$ cat config.mk
export PLATFORM = sky130hd
export DESIGN_NAME = c2_to_sm_serial
export DESIGN_NICKNAME = d
export VERILOG_FILES = /design/src/rtl/c2_to_sm_serial.sv
export SDC_FILE = /design/constraint.sdc
export NUM_CORES = 1
export LEC_CHECK = 0
export BUFFER_PORTS_ARGS = -buffer_cell sky130_fd_sc_hd__buf_4
export CORE_ASPECT_RATIO = 1.1
export CORE_UTILIZATION = 58
export DETAILED_ROUTE_END_ITERATION = 7
export PLACE_DENSITY = 0.88
export SYNTH_ARGS = -nofsm -noshare
export SYNTH_HDL_FRONTEND = slang
export SYNTH_SLANG_ARGS = --single-unit
$ cat constraint.sdc
create_clock -name clk -period 4.45 [get_ports clk]
set_input_delay 0.445 -clock clk [delete_from_list [all_inputs] [get_ports clk]]
set_output_delay 0.445 -clock clk [all_outputs]
set_load 0.02 [all_outputs]
$ cat src/rtl/c2_to_sm_serial.sv
// ---------------------------------------------------------------------------
// c2_to_sm_serial
//
// Purpose:
//   Bit-serial two's-complement to sign-magnitude decoder. One WIDTH-bit
//   word is accepted on a valid/ready handshake. The magnitude is rebuilt
//   LSB-first, one bit per clock, using the "copy bits up to and including
//   the first 1, invert every bit after it" rule for negative words. The
//   result (sign, magnitude, most-negative flag) is then offered on an
//   output valid/ready handshake and held until the consumer takes it.
//
// Optional feature (macro C2SM_FAST_POS_EN):
//   When defined, a non-negative word bypasses the serial walk. Its value
//   is already its own magnitude, so it is written straight to the outputs
//   at the capture edge and the block goes directly to DONE. Negative words
//   always take the serial path.
//
// Ports:
//   clk         in   rising-edge clock
//   reset       in   synchronous, active-high reset
//   in_valid    in   in_data is valid
//   in_ready    out  block can accept a word (IDLE only)
//   in_data     in   WIDTH-bit two's-complement operand
//   out_valid   out  result valid (DONE only)
//   out_ready   in   consumer accepts result
//   out_sign    out  1 = negative
//   out_mag     out  WIDTH-bit unsigned magnitude
//   out_minneg  out  input was the most-negative value (100...0)
// ---------------------------------------------------------------------------
module c2_to_sm_serial #(
  parameter int WIDTH = 6
) (
  input  logic             clk,
  input  logic             reset,
  input  logic             in_valid,
  output logic             in_ready,
  input  logic [WIDTH-1:0] in_data,
  output logic             out_valid,
  input  logic             out_ready,
  output logic             out_sign,
  output logic [WIDTH-1:0] out_mag,
  output logic             out_minneg
);

  localparam int                CNT_W    = $clog2(WIDTH);
  localparam logic [CNT_W-1:0]  LAST_CNT = CNT_W'(WIDTH - 1);

  typedef enum logic [1:0] {
    IDLE  = 2'd0,
    SHIFT = 2'd1,
    DONE  = 2'd2
  } state_t;

  state_t            r_state;
  state_t            w_state_next;

  // Working registers for the serial walk
  logic [WIDTH-1:0]  r_sh;        // operand, consumed from bit 0
  logic [WIDTH-1:0]  r_acc;       // magnitude being assembled
  logic [CNT_W-1:0]  r_cnt;       // bit position being processed
  logic              r_seen_one;  // a 1 has already been passed (negative words)
  logic              r_sign;      // sign of the captured word
  logic              r_minneg;    // captured word was 100...0

  // Result registers; they only change when a new result is complete
  logic [WIDTH-1:0]  r_out_mag;
  logic              r_out_sign;
  logic              r_out_minneg;

  logic              w_bit_in;
  logic              w_mag_bit;
  logic              w_last;
  logic              w_fast_pos;
  logic              w_in_minneg;
  logic [WIDTH-1:0]  w_acc_upd;

  assign w_bit_in  = r_sh[0];
  // After the first 1 of a negative word every remaining bit is inverted;
  // up to and including that 1 the bits are copied unchanged.
  assign w_mag_bit = (r_sign & r_seen_one) ? ~w_bit_in : w_bit_in;
  assign w_last    = (r_state == SHIFT) && (r_cnt == LAST_CNT);

  assign w_in_minneg = in_data[WIDTH-1] & (in_data[WIDTH-2:0] == '0);

`ifdef C2SM_FAST_POS_EN
  assign w_fast_pos = ~in_data[WIDTH-1];
`else
  assign w_fast_pos = 1'b0;
`endif

  // Accumulator update: only the bit at position r_cnt takes the new
  // magnitude bit, every other bit keeps its value.
  genvar gi;
  generate
    for (gi = 0; gi < WIDTH; gi++) begin : g_acc_bit
      assign w_acc_upd[gi] = (r_cnt == CNT_W'(gi)) ? w_mag_bit : r_acc[gi];
    end
  endgenerate

  // -------------------------------------------------------------------------
  // FSM: state register
  // -------------------------------------------------------------------------
  always_ff @(posedge clk) begin
    if (reset) begin
      r_state <= IDLE;
    end else begin
      r_state <= w_state_next;
    end
  end

  // -------------------------------------------------------------------------
  // FSM: next state and handshake outputs
  // -------------------------------------------------------------------------
  always_comb begin
    w_state_next = r_state;
    in_ready     = 1'b0;
    out_valid    = 1'b0;
    case (r_state)
      IDLE: begin
        in_ready = 1'b1;
        if (in_valid) begin
          w_state_next = w_fast_pos ? DONE : SHIFT;
        end
      end
      SHIFT: begin
        if (r_cnt == LAST_CNT) begin
          w_state_next = DONE;
        end
      end
      DONE: begin
        out_valid = 1'b1;
        if (out_ready) begin
          w_state_next = IDLE;
        end
      end
      default: begin
        w_state_next = IDLE;
      end
    endcase
  end

  // -------------------------------------------------------------------------
  // Datapath
  // -------------------------------------------------------------------------
  always_ff @(posedge clk) begin
    if (reset) begin
      r_sh         <= '0;
      r_acc        <= '0;
      r_cnt        <= '0;
      r_seen_one   <= 1'b0;
      r_sign       <= 1'b0;
      r_minneg     <= 1'b0;
      r_out_mag    <= '0;
      r_out_sign   <= 1'b0;
      r_out_minneg <= 1'b0;
    end else begin
      case (r_state)
        IDLE: begin
          if (in_valid) begin
            r_sh       <= in_data;
            r_sign     <= in_data[WIDTH-1];
            r_minneg   <= w_in_minneg;
            r_cnt      <= '0;
            r_seen_one <= 1'b0;
            r_acc      <= '0;
            if (w_fast_pos) begin
              // Non-negative word: its bits already are the magnitude.
              r_out_mag    <= in_data;
              r_out_sign   <= 1'b0;
              r_out_minneg <= 1'b0;
            end
          end
        end
        SHIFT: begin
          r_acc <= w_acc_upd;
          r_sh  <= r_sh >> 1;
          if (!w_last) begin
            r_cnt <= r_cnt + CNT_W'(1);
          end
          if (r_sign) begin
            r_seen_one <= r_seen_one | w_bit_in;
          end
          if (w_last) begin
            // Publish the finished word; include the bit processed this edge.
            r_out_mag    <= w_acc_upd;
            r_out_sign   <= r_sign;
            r_out_minneg <= r_minneg;
          end
        end
        default: begin
        end
      endcase
    end
  end

  assign out_mag    = r_out_mag;
  assign out_sign   = r_out_sign;
  assign out_minneg = r_out_minneg;

endmodule

==> results of run 1 <==
==> flip-flops by register name, indices dropped and copies added (netlist names) <==
name / cells
out_mag: 6
r_sh: 6
r_acc: 5
r_cnt: 3
r_state: 2
out_minneg: 1
out_sign: 1
r_minneg: 1
r_seen_one: 1
r_sign: 1
==> per-stage QoR <==
step	power (uW)	area, um^2	hold slack [ns]	instances	utilization [%]
2_1_floorplan	290	1270	0.429	144	-
3_3_place_gp	302	1390	0.441	181	68.1
3_5_place_dp	304	1390	0.446	181	68.1
4_1_cts	409	1420	0.346	185	69.5
5_1_grt	422	1420	0.356	185	69.5
6_report	403	1420	0.357	185	69.5
==> critical path: stages, from the launching register on <==
cell and delay [ns]:
dfxtp_1 0.60, nor2b_1 0.12, buf_4 0.18
==> per-layer routing <==
layer | vias up | wire length (um) | global-route usage [%]
li1 | 533 | - | -
met1 | 487 | 1050 | 30.0
met2 | 26 | 1230 | 39.4
met3 | 5 | 87 | 2.12
met4 | 0 | 66 | 15.7
met5 | - | 0 | 0
==> synthesized netlist by cell type <==
library cell / instances / area share [%]
or4_1: 2 / 1.2
or2_1: 1 / 0.49
nor2b_1: 5 / 2.5
mux2i_1: 4 / 3.2
o21ai_0: 4 / 1.6
and4b_1: 1 / 0.79
o2bb2ai_1: 1 / 0.69
a21oi_1: 16 / 6.3
nor3_1: 1 / 0.39
and2_1: 1 / 0.49
o21bai_4: 1 / 1.5
o21ba_2: 1 / 0.79
nand4bb_1: 3 / 2.7
clkbuf_2: 1 / 0.39
nor2_1: 11 / 3.3
nand2b_1: 4 / 2.0
xnor2_1: 1 / 0.69
nor4_1: 1 / 0.49
and3_1: 1 / 0.49
nor3b_2: 1 / 0.99
nand4b_1: 3 / 2.1
buf_6: 1 / 0.89
buf_2: 1 / 0.39
clkbuf_1: 5 / 1.5
a31oi_1: 1 / 0.49
inv_1: 3 / 0.89
dfxtp_1: 27 / 43
o32ai_1: 2 / 1.4
o22ai_1: 4 / 2.0
ha_1: 5 / 4.9
a22oi_1: 1 / 0.59
a21boi_0: 1 / 0.59
a211oi_1: 6 / 3.6
buf_4: 2 / 1.2
nand2_1: 21 / 6.2
==> final timing paths <==
check                                  end  cells past startpoint       start
worst min register to register  out_mag[1]                      2    r_acc[1]
worst min-delay path               r_sh[3]                      3  in_data[3]
worst max register to register     r_sh[4]                      3  r_state[0]
worst max-delay path             out_valid                      2  r_state[0]
==> cells by family (layout without fill, tap and decap cells) <==
| family | count (synthesis) | count (layout) |
|---|---|---|
| muxes | 4 | 4 |
| DFF | 27 | 27 |
| AOI/OAI and AO/OA | 38 | 38 |
| xor gates and xnor gates | 1 | 1 |
| adders and majority gates | 5 | 5 |
| buffers and inverters | 13 | 26 |
| and+or+nand+nor | 56 | 56 |
==> power by group through the flow <==
stage | clock network (uW) | registers (uW) | logic [uW]
2_1_floorplan | 0 | 258 | 32.4
3_3_place_gp | 0 | 260 | 41.5
3_5_place_dp | 0 | 261 | 43.2
4_1_cts | 110 | 256 | 43.3
5_1_grt | 117 | 257 | 48.2
6_report | 104 | 256 | 43.2
==> cell type report <==
type,count,area (um^2)
Multi-Input combinational cell,104,662
Fill cell,184,623
Sequential cell,27,541
Timing Repair Buffer,19,143
Tap cell,28,35.0
Clock buffer,3,22.5
Inverter,3,11.3
Clock inverter,1,5.00
==> out/qor.txt, run 1 <==
I/O Pins: 20
Die area: 2380 um^2
Mean Syn Cell Area: 8.81 um^2
Largest family of logic cells by synthesized area: simple AND/OR/NAND/NOR gates
Most frequent cells in the layout: 27 x dfxtp_1, 21 x nand2_1, 19 x buf_4, 16 x a21oi_1, 11 x nor2_1
Worst-margin pin slew: 0.596 ns
CTS sink count: 27
Clock power frac: 25.9%
Vias in the first global route: 960
Register bit total from synthesis: 27
Final hold violation count: 0
Site Rows: 17
Antenna cells: 0
Most common cell after layout, fill and taps aside: dfxtp_1
Global-route wire length before repair: 4130 um
Max clock buf depth: 2
Initial antenna violation count: 0
Nets: 173
Pleak: 0.000523 uW
Peak fanout along the critical path: 13
# hold bufs at CTS: 0
Relative slew slack: 60.2%
H-tree depth: 1
Synth Area in XOR/XNOR: 0.690%
Synth warn: 0
Combinational Power Share: 10.7%
Maxcap violations: 0
Switch Pwr: 102 uW
Setup violators final: 0
Final WL: 2430 um
CP Data Required Time: 4.01 ns
Syn Inst Count: 144
Max-slew violation count: 0
# Post-CTS Setup Buffers: 0
Clock transition at path regs: 0.14 ns
Via count: 1051
Reg power frac: 63.4%
Post-synthesis mux area share: 3.16%
TritonCTS Buffers: 3
Die Wd: 46.6 um
Final min period: 1.66 ns
DR iter-0 viols: 23
Switching part of the total: 25.3%
Clock Latency Late Sink: 0.33 ns
Pre-Repair DR Iteration Count: 4
Synthesized cell area: 1270 um^2
Largest net degree at the start of global routing: 27
Core Region: 2040 um^2
Vias per inst: 5.68
Clock root buffer: clkbuf_4
Crit path kind: reg -> out
Register area share after synthesis: 42.6%
R2R Setup Slk: 2.82 ns
PwrDens: 284 nW/um^2
Aggregate global-route resource usage: 24.5%
Int Power: 301 uW
DRC Markers: 0
IO buf count: 19
Crit path DAT: 1.22 ns
Net Count, Synth: 159
Area Growth Syn to Fin: 11.8%
Synth cell types: 35
GPL Wtd Cong: 0.757
Worst VDD drop: 0.201 mV
Compound-gate portion of the synthesized area: 19.4%
Total negative slack: 0 ns
Startpoint types: register
TritonCTS clock tree: done
PnR worst setup slack: 2.79 ns
Post-DRT Antenna Nets: 0
Hold Path Class: in -> reg
Overflow after GRT: 0
Starting density of the core: 62.1%
Pre-CTS setup slack: 2.82 ns
Peak Freq: 0.602 GHz
DP HPWL: 1800 um
Clk_skew: 0.00577 ns
Die H: 51.1 um
RSZ-0062 raised after global routing: no
Status: finished clean
CP Capture Type: output pin
Final worst-path cycle share: 37.3%
Simple-gate share of the synthesized area: 24.0%
Share of layout cells above drive strength 1: 16.6%
Post-CTS Resized: 0
Avg WL per Cell: 13.1 um
Synth Area in Adders: 4.93%
No activity file was read; power rests on OpenSTA's default activity.
==> run 2, diff against run 1 <==
--- a/config.mk
+++ b/config.mk
@@ -7,9 +7,9 @@
 export LEC_CHECK = 0
 export BUFFER_PORTS_ARGS = -buffer_cell sky130_fd_sc_hd__buf_4
 export CORE_ASPECT_RATIO = 1.1
-export CORE_UTILIZATION = 58
+export CORE_UTILIZATION = 49
 export DETAILED_ROUTE_END_ITERATION = 7
-export PLACE_DENSITY = 0.88
+export PLACE_DENSITY = 0.8
 export SYNTH_ARGS = -nofsm -noshare
 export SYNTH_HDL_FRONTEND = slang
 export SYNTH_SLANG_ARGS = --single-unit
==> constraint.sdc (replaced) <==
create_clock -name clk -period 1.5 [get_ports clk]
set_input_delay 0.15 -clock clk [delete_from_list [all_inputs] [get_ports clk]]
set_output_delay 0.15 -clock clk [all_outputs]
set_load 0.02 [all_outputs]
==> run 2 against run 1 <==
Compared with the run above: the run now ends with setup timing left; worst hold slack got worse by 0.28 ns; worst setup slack got worse by 2.8 ns; non-clock buffer count increased by 14; sequential cell count unchanged; sequential share of layout area decreased by 3.1 points; routed wire length increased by 13%; clock power increased to 3.0 times the previous value; die area increased by 18%; sequential power increased to 3.0 times the previous value; critical path type is now reg -> reg; critical endpoint is now r_cnt[2]; largest power group unchanged.
==> out/qor.txt, run 2 (synthesized netlist as in run 1, its figures left out) <==
Initial antenna violation count: 0
Cell Area, Placed: 1470 um^2
Non-Filler Cell Area, Final: 1560 um^2
CP Data Required Time: 1.77 ns
Relative slew slack: 75.7%
Final hold violation count: 0
Clock transition at path regs: 0.14 ns
Die H: 55.4 um
R2R Setup Slk: -0.006 ns
Vias in the first global route: 993
# hold bufs at CTS: 0
Startpoint types: register
CP Capture Point: r_cnt[2]
Max clock buf depth: 2
Crit path DAT: 1.78 ns
Final WL: 2750 um
Final worst-path cycle share: 100%
Overflow after GRT: 0
Peak fanout along the critical path: 4
TritonCTS Buffers: 3
CTS sink count: 27
Cells after DPL: 193
Clock root buffer: clkbuf_4
DP HPWL: 1960 um
Die Wd: 50.5 um
Pre-CTS setup slack: -0.0476 ns
Pleak: 0.000591 uW
Most frequent cells in the layout: 33 x buf_4, 23 x dfxtp_1, 21 x nand2_1, 15 x a21oi_1, 11 x nor2_1
RSZ-0062 raised after global routing: yes
Aggregate global-route resource usage: 20.3%
Most common cell after layout, fill and taps aside: buf_4
Crit path largest cell delay: 0.53 ns
DR iter-0 viols: 23
Area Growth Syn to Fin: 22.9%
Core Region: 2340 um^2
Min-Delay Path Depth: 3
Worst VDD drop: 0.408 mV
Global-route wire length before repair: 4490 um
Crit path kind: reg -> reg
Hold Path Class: in -> reg
Status: complete, but fails checks
Die area: 2800 um^2
Worst Setup SP: r_cnt[1]
Worst R2R Start: r_cnt[1]
GPL Wtd Cong: 0.816
Avg WL per Cell: 13.7 um
Nets: 187
Largest net degree at the start of global routing: 27
H-tree depth: 1
Antenna cells: 0
PwrDens: 786 nW/um^2
IO buf count: 19
Clock Latency Late Sink: 0.32 ns
TritonCTS clock tree: done
Peak Freq: 0.664 GHz
Switch Pwr: 309 uW
Clk_skew: 0.0100 ns
Reg-to-reg critical path endpoint: r_cnt[2]
Vias per inst: 5.60
Post-DRT Antenna Nets: 0
Worst path slowest cell: or4_4
Combinational Power Share: 12.8%
Maxcap violations: 0
Violated checks: setup timing
DRC Markers: 0
PnR worst setup slack: -0.00571 ns
Final min period: 1.51 ns
Max-slew violation count: 0
CP Capture Type: register
Site Rows: 18
Register-to-Register Path Depth: 5
Via count: 1126
Reg power frac: 62.0%
Int Power: 917 uW
I/O Pins: 20
Switching part of the total: 25.2%
Starting density of the core: 54.2%
Crit path cell chain: inv_2 > ha_4 > and3_4 > or4_4 > a21oi_2
Post-Layout Cell Count: 201
Setup violators final: 1
Worst-margin pin slew: 0.362 ns
Pre-Repair DR Iteration Count: 4
Clock power frac: 25.3%
Share of layout cells above drive strength 1: 29.2%
Fillers: 199
run 2: through the flow:
step                      setup TNS, ns  power [uW]  util (%)  hold WS [ns]
after CTS                       -0.0323        1220      64.3        0.0786
after global routing            -0.0919        1300      66.6        0.0605
after floorplan                       0         862         -         0.291
after detailed placement        -0.0527         920      62.7         0.414
final                          -0.00571        1230      66.6        0.0775
after global placement                0         913      62.7         0.405
run 2: power by group through the flow:
stage	sequential, uW	combinational (uW)	clock (uW)
final	760	156	310
after global routing	762	171	362
after CTS	757	151	316
after detailed placement	773	147	0
after global placement	771	142	0
after floorplan	766	96.0	0
run 2: repair_timing:
action                     CTS  global route
setup buffers                1             3
gates resized for setup      2            11
hold endpoints to repair     0             0
pin swaps                    1             3
setup endpoints to repair    2            11
run 2: critical path, delay by kind of cell (launching register included):
kind	cells	cell delay, ns
adders and majority gates	1	0.15
and+or+nand+nor	2	0.71
DFF	1	0.39
buffers and inverters	1	0.06
AOI/OAI and AO/OA	1	0.13
run 2: layer usage:
layer	track usage (%)	vias up	wire [um]
li1	-	560	-
met1	27.9	533	1230
met2	33.0	33	1400
met3	3.31	0	115
met4	4.37	0	0
met5	0	-	0
run 2: area by class of cell:
cell class,count,area [um^2],share of cell area (%)
clock buffers,4,26.3,1.69
inverters,3,11.3,0.722
flip-flops and latches,27,546,35.0
multi-input cells,104,691,44.3
well taps,30,37.5,2.41
repair buffers,33,248,15.9
run 2: how the worst min path moves through the flow:
stage / startpoint / endpoint / slack, ns
4_1_cts: in_data[3] / r_sh[3] / 0.08
6_report: out_ready / r_state[1] / 0.08
2_1_floorplan: in_data[1] / r_sh[1] / 0.29
3_5_place_dp: in_data[5] / r_sign / 0.41
3_3_place_gp: in_data[5] / r_sign / 0.40
5_1_grt: in_data[5] / r_sh[5] / 0.06
